`src/rtl/ringbuf_rd_if.sv`:
```
// Consumer-side valid/ready channel of ringbuf_rd.
//   o_data  : registered head entry of the output stage
//   o_valid : o_data holds a valid entry
//   i_ready : consumer accepts o_data this cycle
// master = ringbuf_rd (drives data/valid), slave = consumer (drives ready).
interface ringbuf_rd_if #(
    parameter int unsigned WIDTH = 32
);
    logic [WIDTH-1:0] o_data;
    logic             o_valid;
    logic             i_ready;

    modport master (output o_data, output o_valid, input i_ready);
    modport slave  (input o_data, input o_valid, output i_ready);
endinterface

```
`src/rtl/ringbuf.sv`:
```
// Read-side controller for a status-less ringbuf.
// Mirrors the buffer occupancy from the write strobe, pops the head with a
// single-cycle o_re pulse and hands entries to a consumer through a 2-entry
// registered output stage (main + skid).
// Ports:
//   i_clk, i_rst_n : clock, async active-low reset
//   i_we           : copy of the ringbuf write strobe
//   i_rb_data      : ringbuf head entry (combinational)
//   o_re           : ringbuf pop strobe (combinational from state and i_ready)
//   o_count        : entries held in ringbuf, excluding the output stage
//   o_full         : o_count == SIZE
//   o_ovf          : sticky overflow (write while full with no pop)
//   cons           : consumer valid/ready channel (o_data, o_valid, i_ready)
module ringbuf_rd #(
    parameter int unsigned  WIDTH = 32,
    parameter int unsigned  SIZE  = 8,
    localparam int unsigned CW    = $clog2(SIZE) + 1
) (
    input  logic             i_clk,
    input  logic             i_rst_n,
    input  logic             i_we,
    input  logic [WIDTH-1:0] i_rb_data,
    output logic             o_re,
    output logic [CW-1:0]    o_count,
    output logic             o_full,
    output logic             o_ovf,
    ringbuf_rd_if.master     cons
);

    logic [CW-1:0]    count_q, count_d;
    logic [1:0]       occ_q, occ_d;
    logic [WIDTH-1:0] main_q, main_d;
    logic [WIDTH-1:0] skid_q, skid_d;
    logic             valid_q, valid_d;
    logic             full_q, full_d;
    logic             ovf_q, ovf_d;

    logic             re_c;
    logic             xfer_c;
    logic             acc_c;
    logic [1:0]       occ_after_c;

    // Next-state: occupancy mirror, pop decision and output-stage steering.
    always_comb begin
        xfer_c      = valid_q & cons.i_ready;
        // Pop only when the stage has room now or will free a slot this cycle.
        re_c        = (count_q != '0) & ((occ_q < 2'd2) | cons.i_ready);
        acc_c       = i_we & (~full_q | re_c);
        count_d     = count_q + CW'(acc_c) - CW'(re_c);
        full_d      = (count_d == CW'(SIZE));
        ovf_d       = ovf_q | (i_we & full_q & ~re_c);

        occ_after_c = occ_q - 2'(xfer_c);
        occ_d       = occ_after_c + 2'(re_c);
        valid_d     = (occ_d != 2'd0);

        main_d      = main_q;
        skid_d      = skid_q;
        if (xfer_c && (occ_q == 2'd2)) begin
            main_d = skid_q;
        end
        // Popped entry lands in main only if main is vacated by this cycle's transfer.
        if (re_c) begin
            if (occ_after_c == 2'd0) begin
                main_d = i_rb_data;
            end else begin
                skid_d = i_rb_data;
            end
        end
    end

    // State registers.
    always_ff @(posedge i_clk or negedge i_rst_n) begin
        if (!i_rst_n) begin
            count_q <= '0;
            occ_q   <= 2'd0;
            main_q  <= '0;
            skid_q  <= '0;
            valid_q <= 1'b0;
            full_q  <= 1'b0;
            ovf_q   <= 1'b0;
        end else begin
            count_q <= count_d;
            occ_q   <= occ_d;
            main_q  <= main_d;
            skid_q  <= skid_d;
            valid_q <= valid_d;
            full_q  <= full_d;
            ovf_q   <= ovf_d;
        end
    end

    assign o_re         = re_c;
    assign o_count      = count_q;
    assign o_full       = full_q;
    assign o_ovf        = ovf_q;
    assign cons.o_data  = main_q;
    assign cons.o_valid = valid_q;

endmodule

```
`src/flat_wrapper.sv`:
```
// flat-port wrapper written by rule: the top's interface ports become plain ports
module ringbuf_rd_flat 
#(
    parameter int unsigned  WIDTH = 32,
    parameter int unsigned  SIZE  = 8,
    localparam int unsigned CW    = $clog2(SIZE) + 1
)
  (i_clk, i_rst_n, i_we, i_rb_data, o_re, o_count, o_full, o_ovf, cons_o_data, cons_o_valid, cons_i_ready);
  ringbuf_rd_if #(.WIDTH(WIDTH)) cons_i ();
  input  logic i_clk;
  input  logic i_rst_n;
  input  logic i_we;
  input  logic [WIDTH-1:0] i_rb_data;
  output logic o_re;
  output logic [CW-1:0] o_count;
  output logic o_full;
  output logic o_ovf;
  output wire logic [$bits(cons_i.o_data)-1:0] cons_o_data;
  output wire logic [$bits(cons_i.o_valid)-1:0] cons_o_valid;
  input wire logic [$bits(cons_i.i_ready)-1:0] cons_i_ready;
  assign cons_o_data = cons_i.o_data;
  assign cons_o_valid = cons_i.o_valid;
  assign cons_i.i_ready = cons_i_ready;
  ringbuf_rd #(.WIDTH(WIDTH), .SIZE(SIZE)) u_core (.i_clk(i_clk), .i_rst_n(i_rst_n), .i_we(i_we), .i_rb_data(i_rb_data), .o_re(o_re), .o_count(o_count), .o_full(o_full), .o_ovf(o_ovf), .cons(cons_i));
endmodule
```
`config.mk`:
```
export PLATFORM = sky130hd
export DESIGN_NAME = ringbuf_rd_flat
export DESIGN_NICKNAME = d
export VERILOG_FILES = /design/src/rtl/ringbuf_rd_if.sv /design/src/rtl/ringbuf.sv /design/src/flat_wrapper.sv
export SDC_FILE = /design/constraint.sdc
export NUM_CORES = 1
export LEC_CHECK = 0
export ABC_AREA = 1
export CAP_MARGIN = 0
export CORE_MARGIN = 2
export CORE_UTILIZATION = 50
export DETAILED_ROUTE_END_ITERATION = 6
export GPL_TIMING_DRIVEN = 0
export HOLD_SLACK_MARGIN = 0.05
export PLACE_DENSITY = 0.79
export RECOVER_POWER = 50
export SYNTH_ARGS = -nofsm -noshare
export SYNTH_HDL_FRONTEND = slang
export SYNTH_SLANG_ARGS = --single-unit
```
`constraint.sdc`:
```
create_clock -name i_clk -period 3.4 [get_ports i_clk]
set_clock_uncertainty 0.2 [all_clocks]
set_input_delay 1.02 -clock i_clk [delete_from_list [all_inputs] [get_ports i_clk]]
set_output_delay 1.02 -clock i_clk [all_outputs]
set_load 0.01 [all_outputs]
```
Yosys cells after proc, flatten, opt, wreduce, memory -nomap -nowiden --
Cells that the tools add are included.
Storage, ports and cells: output and inout port bits 40, register bits after elaboration 73, input port bits 36, word-level logic and storage cells 33
Operators by class: reduce and logical (&&, ||, !) cells 5, mux-type cells 3, add/subtract/negate cells 4, bitwise logic cells 11, $lt $le $gt $ge 1, equal/unequal tests 2
Operators by type and width (number):
- $mux W32 | 3
- $and A1 B1 Y1 | 5
- $add A4 B1 Y4 | 1
- $eq A4 B4 Y1 const B | 1
- $reduce_bool A4 Y1 | 1
- $sub A4 B1 Y4 | 1
- $not A1 Y1 | 3
- $or A1 B1 Y1 | 3
- $add A2 B1 Y2 | 1
- $eq A2 B2 Y1 const B | 1
- $logic_not A2 Y1 | 1
- $lt A2 B2 Y1 const B | 1
- $reduce_and A2 Y1 | 1
- $reduce_bool A2 Y1 | 1
- $sub A2 B1 Y2 | 1
- $logic_and A1 B1 Y1 | 1

Depth between registers and ports, before layout --
Gate-level depths: netlist of the first run.
depth in word-level cells 8, mapped depth 13, gate-level depth less buffers 12

Worst setup path after synthesis of the first run --
No wires, ideal clock.
path type input-to-reg, from input cons_i_ready, to register u_core.full_q, in the netlist u_core.o_full, library setup time 0.071 ns, cell stages on the path 12, required time 3.129 ns, slack 0.416 ns, arrival 2.713 ns, path buffers 1, cells stage by stage nor2_2 -> a21oi_4 -> buf_2 -> ha_1 -> inv_1 -> ha_1 -> inv_1 -> fa_1 -> inv_1 -> nor2_1 -> nand2_1 -> nor2_1
On the way: longest elaborated chain between the ends 7
Ends and longest elaborated chain:
- start, declared | line flat_wrapper.sv:20 | input wire logic [$bits(cons_i.i_ready)-1:0] cons_i_ready;
- $or A1 B1 Y1 * | line ringbuf.sv:47 | re_c = (count_q != '0) & ((occ_q < 2'd2) | cons.i_ready);
- $and A1 B1 Y1 * | line ringbuf.sv:47
- named net o_re | line flat_wrapper.sv:14 | output logic o_re;
- $or A1 B1 Y1 | line ringbuf.sv:48 | acc_c = i_we & (~full_q | re_c);
- $and A1 B1 Y1 | line ringbuf.sv:48
- $add A4 B1 Y4 | line ringbuf.sv:49 | count_d = count_q + CW'(acc_c) - CW'(re_c);
- $sub A4 B1 Y4 * | line ringbuf.sv:49
- named net u_core.count_d[1] | line ringbuf.sv:30 | logic [CW-1:0] count_q, count_d;
- $eq A4 B4 Y1 * | line ringbuf.sv:50 | full_d = (count_d == CW'(SIZE));
- named net u_core.full_d | line ringbuf.sv:35 | logic full_q, full_d;
- end signal, assigned | line ringbuf.sv:88 | full_q <= full_d;
- end, declared | line ringbuf.sv:35
Mark *: on every way through the listed nets, which the timed path passes. The rest lies on a longest branch. A chain may end at the register's enable or synchronous reset.

Worst setup path in the final report of the first run --
from input cons_i_ready, to output o_re
On the way: longest elaborated chain between the ends 2
Ends and longest elaborated chain (line):
- $or A1 B1 Y1 | ringbuf.sv:47
- $and A1 B1 Y1 | ringbuf.sv:47
- end, declared | flat_wrapper.sv:14
No other way between the ends.

==> summary.txt, run 1 <==
Worst setup path
  – CP Max Fanout: 4
  – Crit. End Element: primary output
  – Worst r2r src: u_core.o_count[1]$_DFF_PN0_
  – Reg2reg setup slack: 0.75 ns
  – CP peak stage delay: 0.27 ns
  – Crit path DAT: about 1.8 ns
  – Worst Path Required: between 2 and 2.5 ns
  – Worst Path Class, Setup: in2out
  – Slowest-stage cell, CP: dlygate4sd2_1
  – Crit path max-delay family: buffers and inverters
  – Worst path buffer plus inverter count: 3
  – Worst r2r path cells: 13
  – FF-to-FF End: u_core.o_full$_DFF_PN0_
  – CP Cell Sequence: dlymetal6s2s_1 -> nor2_1 -> a21oi_4 -> buf_6 -> dlygate4sd2_1
  – Element type at the critical path start: primary input

Clock tree
  – Cts bufs inserted: 9
  – CTS Buffer Depth: 2
  – Clock Pin Slew Worst Setup and Hold Paths: about 0.07 ns
  – Clock sink count: 73
  – H-tree Lvls: 3
  – Root buffer cell: clkbuf_8
  – Hold_buf cts: 0
  – CTS tree: done
  – Clk_lat worst skew: 0.35 ns

STA
  – Unrepaired setup endpoints after global routing: false
  – Crit path time final: 3.05 ns
  – Hold Slack: 0.275 ns
  – Tightest Pin Transition: ~1.8 ns
  – Fmax: approximately 330 MHz
  – Final slew viol count: 74
  – Worst slew margin: -17.7%
  – Final period utilization: 89.6%
  – Final setup fails: 0
  – Final hold vios: 0

Floorplan
  – # IOs: 76
  – Full die area: 7570 sq um
  – Core Box Area: 6720 sq um
  – Row cnt: 30
  – Initial Util: 51.3%
  – Die X: ~87 um
  – Die Y: 87.0 um

Synth
  – Simple-Gate Fraction of Synth Area: 29.6%
  – Syn Area/Cell: 8.13 sq um
  – Top post-synthesis cells by area: dfrtp_1 53%, nand2_1 15%, nand3_1 7.1%, nor2_1 5.0%, o21ai_1 4.9%
  – Area leader, netlist: dfrtp_1
  – Commonest cells post-synth: 141 x nand2_1, 73 x dfrtp_1, 49 x nand3_1
  – Sequential element share of the synthesized area: 53.0%
  – Post-synthesis cell count: 424
  – Cell with the most instances after synthesis: nand2_1
  – Synth Area in XOR/XNOR: 0.254%
  – Synth Area in Compound Gates: 6.54%
  – FFs w/ async S/R, synth: 100%
  – Number of synthesized flops with an enable pin: 0
  – Synth Register Bits: between 70 and 80
  – Most used DFF post-synth: dfrtp_1
  – Post-synth top area share: 53.0%
  – Post-Synth Adder-Cell Area: between 3 and 4%
  – Post-Syn Area: roughly 3400 sq um
  – Ys Warns: 0
  – Syn_nets: 468
  – Main combinational cell family by area after synthesis: simple AND/OR/NAND/NOR gates
  – Mux cell area share after synthesis: 0%
  – Yosys cell types: 23

Routing
  – DRT Pass-1 Iters: 5
  – Routed vias: 3,089
  – Detail Route Antenna Nets: 0
  – DR WL/cell: 13.7 um
  – DRC: 0
  – 1st-iter DRT viols: between 200 and 250
  – Total wire length: 8.20 mm
  – Vias per cell: 5.15

GRT
  – Number of global-route vias before repair: 3,018
  – Grt ovf: 0
  – Pin count of the biggest net entering global routing: 74
  – Tot GR Track Use: 23.6%
  – Initial antenna violation count: 0
  – First-pass GRT wire length: 13.9 mm

Finish
  – Area growth, synth to finish: 32.7%
  – Final std cells w/o fill: 600
  – N_diodes: 0
  – Fin util: 68.0%
  – Register area: 1830 sq um
  – Area of the multi-input gates: 1360 sq um
  – Fillers: 536
  – Nets: 559
  – Layout cells sized above 1: 10.6%

Flow run
  – Max cap viols: 1

Min path
  – Hold depth: 2
  – Hold Path Sink: u_core.skid_q[8]$_DFFE_PN0P_
  – Hold crit path type: reg2reg
  – Worst hold start: u_core.skid_q[8]$_DFFE_PN0P_

Place
  – Final GP Congestion: between 0.7 and 0.8
  – DP Wirelength: approximately 5.7 mm
  – Placed insts: between 500 and 600
  – Buffers on Ports: 75

Outcome
  – Status: finished, violations left
  – Violated checks: max-capacitance violations, max-slew violations

Power
  – PD cells: around 1100 nW/um^2
  – VDD IR max: 0.624 mV
  – LEAKAGE: 2.35 nW
## layout make-up
class,count,share of cell area [%]
Buffer,22,2.82
Inverter,36,2.96
Timing Repair Buffer,80,17.2
Multi-Input combinational cell,293,29.7
Tap cell,80,2.19
Sequential cell,73,40.0
Clock buffer,12,3.61
Clock inverter,4,1.61
## worst max-delay path by stage
stage | end | from | slack, ns | cells past startpoint
final | o_re | cons_i_ready | 0.35 | 5
after global routing | u_core.cons.o_data[4]$_DFF_PN0_ | cons_i_ready | 0.26 | 13
after CTS | o_re | cons_i_ready | 0.06 | 5
after detailed placement | o_re | cons_i_ready | -0.59 | 5
after global placement | u_core.skid_q[11]$_DFFE_PN0P_ | i_rst_n | -1.38 | 1
after floorplan | u_core.o_full$_DFF_PN0_ | cons_i_ready | 0.42 | 12
## cell families (layout without fill, tap and decap cells)
kind of cell,after synthesis,count (layout)
AO/OA/AOI/OAI,40,40
XOR/XNOR,1,1
adder cells (fa/ha/maj),8,8
buffers and inverters,58,154
flip-flops,73,73
AND/OR/NAND/NOR,244,244
## timing repair
item,4_1_cts,5_1_grt
buffers inserted,4,0
endpoints found under the hold margin,0,0
endpoints found under the setup margin,2,2
resized for setup,3,1
gates cloned,0,0
## stage by stage
step / setup slack, ns / power [mW] / cell area (sq um) / setup TNS (ns)
3_5_place_dp: -0.594 / 4.18 / 4320 / -1.56
6_report: 0.353 / 4.97 / 4570 / 0
4_1_cts: 0.0617 / 5.02 / 4600 / 0
2_1_floorplan: 0.416 / 3.21 / 3450 / 0
5_1_grt: 0.261 / 5.40 / 4570 / 0
3_3_place_gp: -1.38 / 4.07 / 4300 / -102.04
## power breakdown
part           internal [mW]  switching, mW  leakage (nW)
clock                  0.473          0.321         0.123
sequential              1.33          0.238         0.879
combinational           1.10           1.51          1.35
total                   2.90           2.07          2.35
## registers in the layout, summed over array words and instances (netlist names)
name	flops
u_core.skid_q	32
u_core.cons.o_valid	1
u_core.occ_q	2
u_core.o_count	4
u_core.cons.o_data	32
u_core.o_full	1
u_core.o_ovf	1
## cells in the final DEF (no fill, tap or decap), types with 2 or more instances in the layout
cell,instances
buf_2,13
buf_4,10
bufinv_16,2
clkbuf_8,12
clkdlybuf4s50_1,54
dfrtp_1,73
dlygate4sd3_1,18
ha_1,7
inv_1,34
inv_2,2
nand2_1,141
nand2_2,3
nand3_1,49
nor2_1,47
nor2_4,2
o21ai_1,34
o21ai_2,2
## metal layers
metal | track usage, % | wire (um)
met1 | 31.5 | 3590
met3 | 5.12 | 525
met4 | 8.81 | 154
met5 | 0 | 0
met2 | 37.9 | 3920
## worst register-to-register path, stage by stage, from the launching register on
cell	delay, ns
dfrtp_1	0.45
nor2_1	0.25
a21oi_4	0.09
buf_6	0.13
buf_4	0.13
ha_1	0.28
inv_1	0.06
ha_1	0.16
inv_1	0.06
fa_1	0.48
inv_1	0.05
nor2_1	0.08
nand2_1	0.05
nor2_1	0.10
Note: power is estimated with default switching activity, not from simulation.
==> run 2: changes to the inputs <==
--- a/config.mk
+++ b/config.mk
@@ -10,7 +10,7 @@
 export CORE_MARGIN = 2
 export CORE_UTILIZATION = 50
 export DETAILED_ROUTE_END_ITERATION = 6
-export GPL_TIMING_DRIVEN = 0
+export GPL_TIMING_DRIVEN = 1
 export HOLD_SLACK_MARGIN = 0.05
 export PLACE_DENSITY = 0.79
 export RECOVER_POWER = 50
==> run 2 against run 1 <==
Against the previous run: the run still ends with max-capacitance violations, max-slew violations left; register-to-register slack barely moved; utilization fell by 0.69 points; first-iteration DRC count fell by 16%; combinational power fell by 3%; global-route usage fell by 1.5 points; sequential share of layout area rose by 0.41 points; sequential power barely moved; die area did not move; critical path depth fell by 1; power fell by 1.0%; clock power rose by 4.3%; final area fell by 1.0%; critical endpoint unchanged; largest power group unchanged.
==> summary.txt, run 2 (synthesis results as in run 1) <==
Clock tree
  – CTS Buffer Depth: 2 (unchanged)
  – Root buffer cell: clkbuf_8 (unchanged)
  – Cts bufs inserted: 9 (unchanged)
  – Hold_buf cts: 0 (unchanged)
  – Clock Pin Slew Worst Setup and Hold Paths: 0.07 ns (about the same)
  – Clk_lat worst skew: 0.34 ns (was 0.35 ns)
  – Clock sink count: 73 (unchanged)
  – Post_cts resized: 1 (was 3)
  – # Post-CTS Setup Buffers: 0 (was 4)
  – CTS tree: done (unchanged)
  – H-tree Lvls: 3 (unchanged)

GRT
  – Tot GR Track Use: 22.1% (was 23.6%)
  – Grt ovf: 0 (unchanged)
  – Initial antenna violation count: 0 (unchanged)
  – Pin count of the biggest net entering global routing: 74 (unchanged)
  – First-pass GRT wire length: 13.1 mm (was 13.9 mm)
  – Number of global-route vias before repair: 2,940 (was 3,018)

Routing
  – Total wire length: 7.82 mm (was 8.20 mm)
  – DR WL/cell: 13.4 um (was 13.7 um)
  – DRC: 0 (unchanged)
  – DRT Pass-1 Iters: 5 (unchanged)
  – 1st-iter DRT viols: 198 (was 236)
  – Vias per cell: 5.14 (was 5.15)
  – Detail Route Antenna Nets: 0 (unchanged)
  – Routed vias: 3,004 (was 3,089)

Worst setup path
  – Worst Path Class, Setup: in2out (unchanged)
  – Crit. End Element: primary output (unchanged)
  – CP Max Fanout: 2 (was 4)
  – Element type at the critical path start: primary input (unchanged)
  – Crit path DAT: 2.01 ns (was 1.83 ns)
  – Worst Path Required: 2.18 ns (about the same)

Finish
  – Area growth, synth to finish: 31.3% (was 32.7%)
  – Final instance area: 4530 sq um (was 4570 sq um)
  – Layout cells sized above 1: 8.12% (was 10.6%)
  – Fin util: 67.4% (was 68.0%)
  – Most frequent cells in the layout: 141 x nand2_1, 73 x dfrtp_1, 56 x clkdlybuf4s50_1 (was 141 x nand2_1, 73 x dfrtp_1, 54 x clkdlybuf4s50_1)
  – Final std cells w/o fill: 585 (was 600)
  – Commonest non-fill, non-tap cell in the layout: nand2_1 (unchanged)
  – N_diodes: 0 (unchanged)
  – Nets: 544 (was 559)

Power
  – LEAKAGE: 2.29 nW (was 2.35 nW)
  – PD cells: 1090 nW/um^2 (about the same)
  – VDD IR max: 0.691 mV (was 0.624 mV)

STA
  – Final hold vios: 0 (unchanged)
  – Tightest Pin Transition: 1.79 ns (was 1.77 ns)
  – Crit path time final: 3.23 ns (was 3.05 ns)
  – Final setup fails: 0 (unchanged)
  – Unrepaired setup endpoints after global routing: false (unchanged)
  – Final period utilization: 95.1% (was 89.6%)
  – Worst slew margin: -19.3% (was -17.7%)
  – Final slew viol count: 74 (unchanged)
  – Fmax: 309 MHz (was 328 MHz)
  – Hold Slack: 0.270 ns (was 0.275 ns)

Floorplan
  – Die Y: 87.0 um (unchanged)
  – # IOs: 76 (unchanged)
  – Row cnt: 30 (unchanged)
  – Core Box Area: 6720 sq um (unchanged)
  – Initial Util: 51.3% (unchanged)
  – Die X: 87.0 um (unchanged)
  – Full die area: 7570 sq um (unchanged)

Place
  – Placed insts: 569 (was 580)
  – Final GP Congestion: 0.803 (was 0.793)
  – Buffers on Ports: 75 (unchanged)
  – Cell area after placement: 4290 sq um (was 4320 sq um)
  – DP Wirelength: 5.03 mm (was 5.70 mm)

Outcome
  – Status: finished, violations left (unchanged)
  – Violated checks: max-capacitance violations, max-slew violations (unchanged)

Min path
  – Hold crit path type: reg2reg (unchanged)

Flow run
  – Max cap viols: 1 (unchanged)
-- run 2: worst paths after layout --
check	cells past startpoint	endpoint	from	slack, ns
min in group asynchronous	1	u_core.cons.o_data[22]$_DFF_PN0_	i_rst_n	0.94
max	4	o_re	cons_i_ready	0.17
min	1	u_core.o_ovf$_DFF_PN0_	u_core.o_ovf$_DFF_PN0_	0.27
min reg2reg	1	u_core.o_ovf$_DFF_PN0_	u_core.o_ovf$_DFF_PN0_	0.27
max reg2reg	13	u_core.o_full$_DFF_PN0_	u_core.o_count[2]$_DFF_PN0_	0.75
max in group asynchronous	1	u_core.o_count[0]$_DFF_PN0_	i_rst_n	0.99
-- run 2: critical path: stages --
cell             delay (ns)
clkdlybuf4s50_1        0.50
nor2_2                 0.06
a21oi_4                0.11
dlygate4sd2_1          0.31
-- run 2: area by class of cell --
class	instances	area [sq um]
Clock buffer	11	141
Clock inverter	5	103
Fill cell	551	2190
Inverter	36	135
Multi-Input combinational cell	293	1360
Sequential cell	73	1830
Tap cell	80	100
Timing Repair Buffer	87	860
-- run 2: through the flow --
| stage | setup WS, ns | setup TNS (ns) | power [mW] |
|---|---|---|---|
| floorplan | 0.416 | 0 | 3.21 |
| global placement | -0.104 | -0.198 | 4.05 |
| detailed placement | -0.123 | -0.289 | 4.15 |
| CTS | 0.154 | 0 | 4.99 |
| global route | 0.0701 | 0 | 5.34 |
| finish | 0.168 | 0 | 4.92 |
-- run 2: per-layer routing --
metal | up-vias | track usage (%) | part of all wire, %
li1 | 1481 | - | -
met1 | 1438 | 29.1 | 45
met2 | 75 | 35.1 | 49
met3 | 10 | 3.98 | 4.7
met4 | 0 | 10.9 | 1.2
met5 | - | 0 | 0
-- run 2: where the power goes --
part / total (mW) / switching, mW / internal [mW]
sequential: 1.57 / 0.241 / 1.33
combinational: 2.52 / 1.44 / 1.08
clock: 0.828 / 0.321 / 0.507
total: 4.92 / 2.00 / 2.91
==> run 3: changes to the inputs <==
--- a/config.mk
+++ b/config.mk
@@ -7,7 +7,6 @@
 export LEC_CHECK = 0
 export ABC_AREA = 1
 export CAP_MARGIN = 0
-export CORE_MARGIN = 2
 export CORE_UTILIZATION = 50
 export DETAILED_ROUTE_END_ITERATION = 6
 export GPL_TIMING_DRIVEN = 1
==> run 3 against run 2 <==
Against the previous run: the run still ends with max-capacitance violations, max-slew violations left; fmax down 0.84%; via count down 2.9%; global-route usage increased by 0.66 points; count of clock-buffer cells in the layout rose by 2; sequential cell count unchanged; setup slack worse by 0.027 ns; hold slack better by 0.0027 ns; critical path depth is the same.
==> summary.txt, run 3 (synthesis results as in run 1) <==
Outcome
  – Status: finished, violations left (unchanged)
  – Violated checks: max-capacitance violations, max-slew violations (unchanged)

GRT
  – Top Usage Layer GRT: met2 (unchanged)
  – Initial antenna violation count: 0 (unchanged)
  – Grt met3 use: 3.79% (was 3.98%)
  – First-pass GRT wire length: 12.8 mm (was 13.1 mm)
  – Grt ovf: 0 (unchanged)
  – GRT met1 Usage: 29.1% (about the same)
  – Tot GR Track Use: 22.7% (was 22.1%)
  – Pin count of the biggest net entering global routing: 74 (unchanged)
  – Met2 Track Usage GR: 39.0% (was 35.1%)
  – Number of global-route vias before repair: 2,816 (was 2,940)

Power
  – LEAKAGE: 2.26 nW (was 2.29 nW)
  – PD cells: 1060 nW/um^2 (was 1090 nW/um^2)
  – Comb pwr share: 51.8% (was 51.2%)
  – Power Internal: 2.78 mW (was 2.91 mW)
  – Seq pwr share: 33.1% (was 31.9%)
  – Switching share of total power: 41.4% (was 40.7%)
  – VDD IR max: 0.582 mV (was 0.691 mV)
  – Total net switching power: 1.96 mW (was 2.00 mW)
  – Clock Power Share: 15.1% (was 16.8%)

Finish
  – Commonest non-fill, non-tap cell in the layout: nand2_1 (unchanged)
  – Nets: 541 (was 544)
  – Most frequent cells in the layout: 141 x nand2_1, 73 x dfrtp_1, 56 x clkdlybuf4s50_1 (unchanged)
  – Register area: 1830 sq um (unchanged)
  – N_diodes: 0 (unchanged)
  – Fillers: 522 (was 551)
  – Area of the multi-input gates: 1360 sq um (unchanged)
  – Final std cells w/o fill: 578 (was 585)
  – Layout cells sized above 1: 7.58% (was 8.12%)
  – Area growth, synth to finish: 29.3% (was 31.3%)

STA
  – Fmax: 307 MHz (was 309 MHz)
  – Final hold vios: 0 (unchanged)
  – Tightest Pin Transition: 1.78 ns (was 1.79 ns)
  – Final period utilization: 95.9% (was 95.1%)
  – Final setup fails: 0 (unchanged)
  – Min setup slack post-route: 0.140 ns (was 0.168 ns)
  – Worst slew margin: -18.9% (was -19.3%)
  – Unrepaired setup endpoints after global routing: false (unchanged)
  – Crit path time final: 3.26 ns (was 3.23 ns)
  – Final slew viol count: 74 (unchanged)

Worst setup path
  – Slowest-stage cell, CP: clkdlybuf4s50_1 (unchanged)
  – Crit. End Element: primary output (unchanged)
  – Element type at the critical path start: primary input (unchanged)
  – CP Max Fanout: 3 (was 2)
  – Worst Path Class, Setup: in2out (unchanged)
  – CP peak stage delay: 0.52 ns (was 0.50 ns)
  – CP Cell Sequence: clkdlybuf4s50_1 -> nor2_2 -> a21oi_4 -> dlygate4sd2_1 (unchanged)
  – Crit path DAT: 2.04 ns (was 2.01 ns)
  – Worst Path Required: 2.18 ns (about the same)

Floorplan
  – Initial Util: 53.1% (was 51.3%)
  – Row cnt: 29 (was 30)
  – Full die area: 7230 sq um (was 7570 sq um)
  – Die Y: 85.0 um (was 87.0 um)
  – Core Box Area: 6490 sq um (was 6720 sq um)
  – # IOs: 76 (unchanged)
  – Die X: 85.0 um (was 87.0 um)

Routing
  – Detail Route Antenna Nets: 0 (unchanged)
  – DRC: 0 (unchanged)
  – Total wire length: 7.53 mm (was 7.82 mm)
  – 1st-iter DRT viols: 192 (was 198)
  – Routed vias: 2,917 (was 3,004)
  – Vias per cell: 5.05 (was 5.14)
  – DRT Pass-1 Iters: 4 (was 5)
  – DR WL/cell: 13.0 um (was 13.4 um)

Clock tree
  – CTS tree: done (unchanged)
  – Clk_lat worst skew: 0.34 ns (about the same)
  – # Post-CTS Setup Buffers: 0 (unchanged)
  – Cts bufs inserted: 9 (unchanged)
  – Root buffer cell: clkbuf_8 (unchanged)
  – Clock sink count: 73 (unchanged)
  – H-tree Lvls: 3 (unchanged)
  – Clock Pin Slew Worst Setup and Hold Paths: 0.07 ns (about the same)
  – CTS Buffer Depth: 2 (unchanged)

Place
  – Buffers on Ports: 75 (unchanged)
  – Placed insts: 563 (was 569)
  – DP Wirelength: 4.82 mm (was 5.03 mm)
  – Setup WS pre-CTS: -0.168 ns (was -0.123 ns)
  – Final GP Congestion: 0.772 (was 0.803)

Flow run
  – Max cap viols: 1 (unchanged)

Min path
  – Hold crit path type: reg2reg (unchanged)
==> run 3: path summary, 6_finish.rpt <==
| path | from | endpoint | slack [ns] | depth (start not counted) |
|---|---|---|---|---|
| worst min-delay path | u_core.skid_q[26]$_DFFE_PN0P_ | u_core.skid_q[26]$_DFFE_PN0P_ | 0.27 | 2 |
| worst min register to register | u_core.skid_q[26]$_DFFE_PN0P_ | u_core.skid_q[26]$_DFFE_PN0P_ | 0.27 | 2 |
| worst max-delay path | cons_i_ready | o_re | 0.14 | 4 |
| worst max register to register | u_core.o_count[1]$_DFF_PN0_ | u_core.o_full$_DFF_PN0_ | 0.77 | 12 |
| min in group asynchronous | i_rst_n | u_core.cons.o_data[31]$_DFF_PN0_ | 0.95 | 1 |
| max in group asynchronous | i_rst_n | u_core.o_ovf$_DFF_PN0_ | 0.98 | 1 |
==> run 3: per-layer routing <==
metal / vias up / share of wire (%)
met1: 1372 / 44
li1: 1481 / -
met5: - / 0
met2: 55 / 51
met4: 0 / 1.6
met3: 9 / 3.4
==> run 3: per-stage QoR <==
stage	setup TNS, ns	utilization (%)	hold WS (ns)	instance area [sq um]	total power, mW
6_report	0	68.6	0.273	4460	4.73
5_1_grt	0	68.6	0.287	4460	5.17
4_1_cts	0	68.7	0.277	4460	4.82
3_5_place_dp	-0.393	65.4	0.260	4250	4.09
3_3_place_gp	-0.307	65.4	0.254	4250	4.00
2_1_floorplan	0	-	0.243	3450	3.21
==> run 3: final cells by class <==
class                      count  area share (%)
sequential                    73            41.0
multi-input combinational    293            30.5
timing repair buffer          84            18.5
clock buffer                  13            4.01
inverter                      36            3.03
tap                           77            2.16
clock inverter                 2           0.786
==> run 3: timing repair <==
item | in CTS | in global routing
hold buffers | 0 | 0
endpoints found under the hold margin | 0 | 0
endpoints found under the setup margin | 1 | 0
gates resized for setup | 1 | 0
==> run 3: worst max-delay path: cells and delay by family <==
kind                   cells  cell delay [ns]
AO/OA/AOI/OAI              1             0.12
AND/OR/NAND/NOR            1             0.07
buffers and inverters      2             0.83
==> run 3: power groups by stage <==
stage / clock, mW / sequential [mW] / combinational, mW
2_1_floorplan: 0 / 1.65 / 1.56
3_5_place_dp: 0 / 1.58 / 2.50
4_1_cts: 0.730 / 1.57 / 2.52
6_report: 0.714 / 1.57 / 2.45
3_3_place_gp: 0 / 1.57 / 2.43
5_1_grt: 0.771 / 1.61 / 2.78
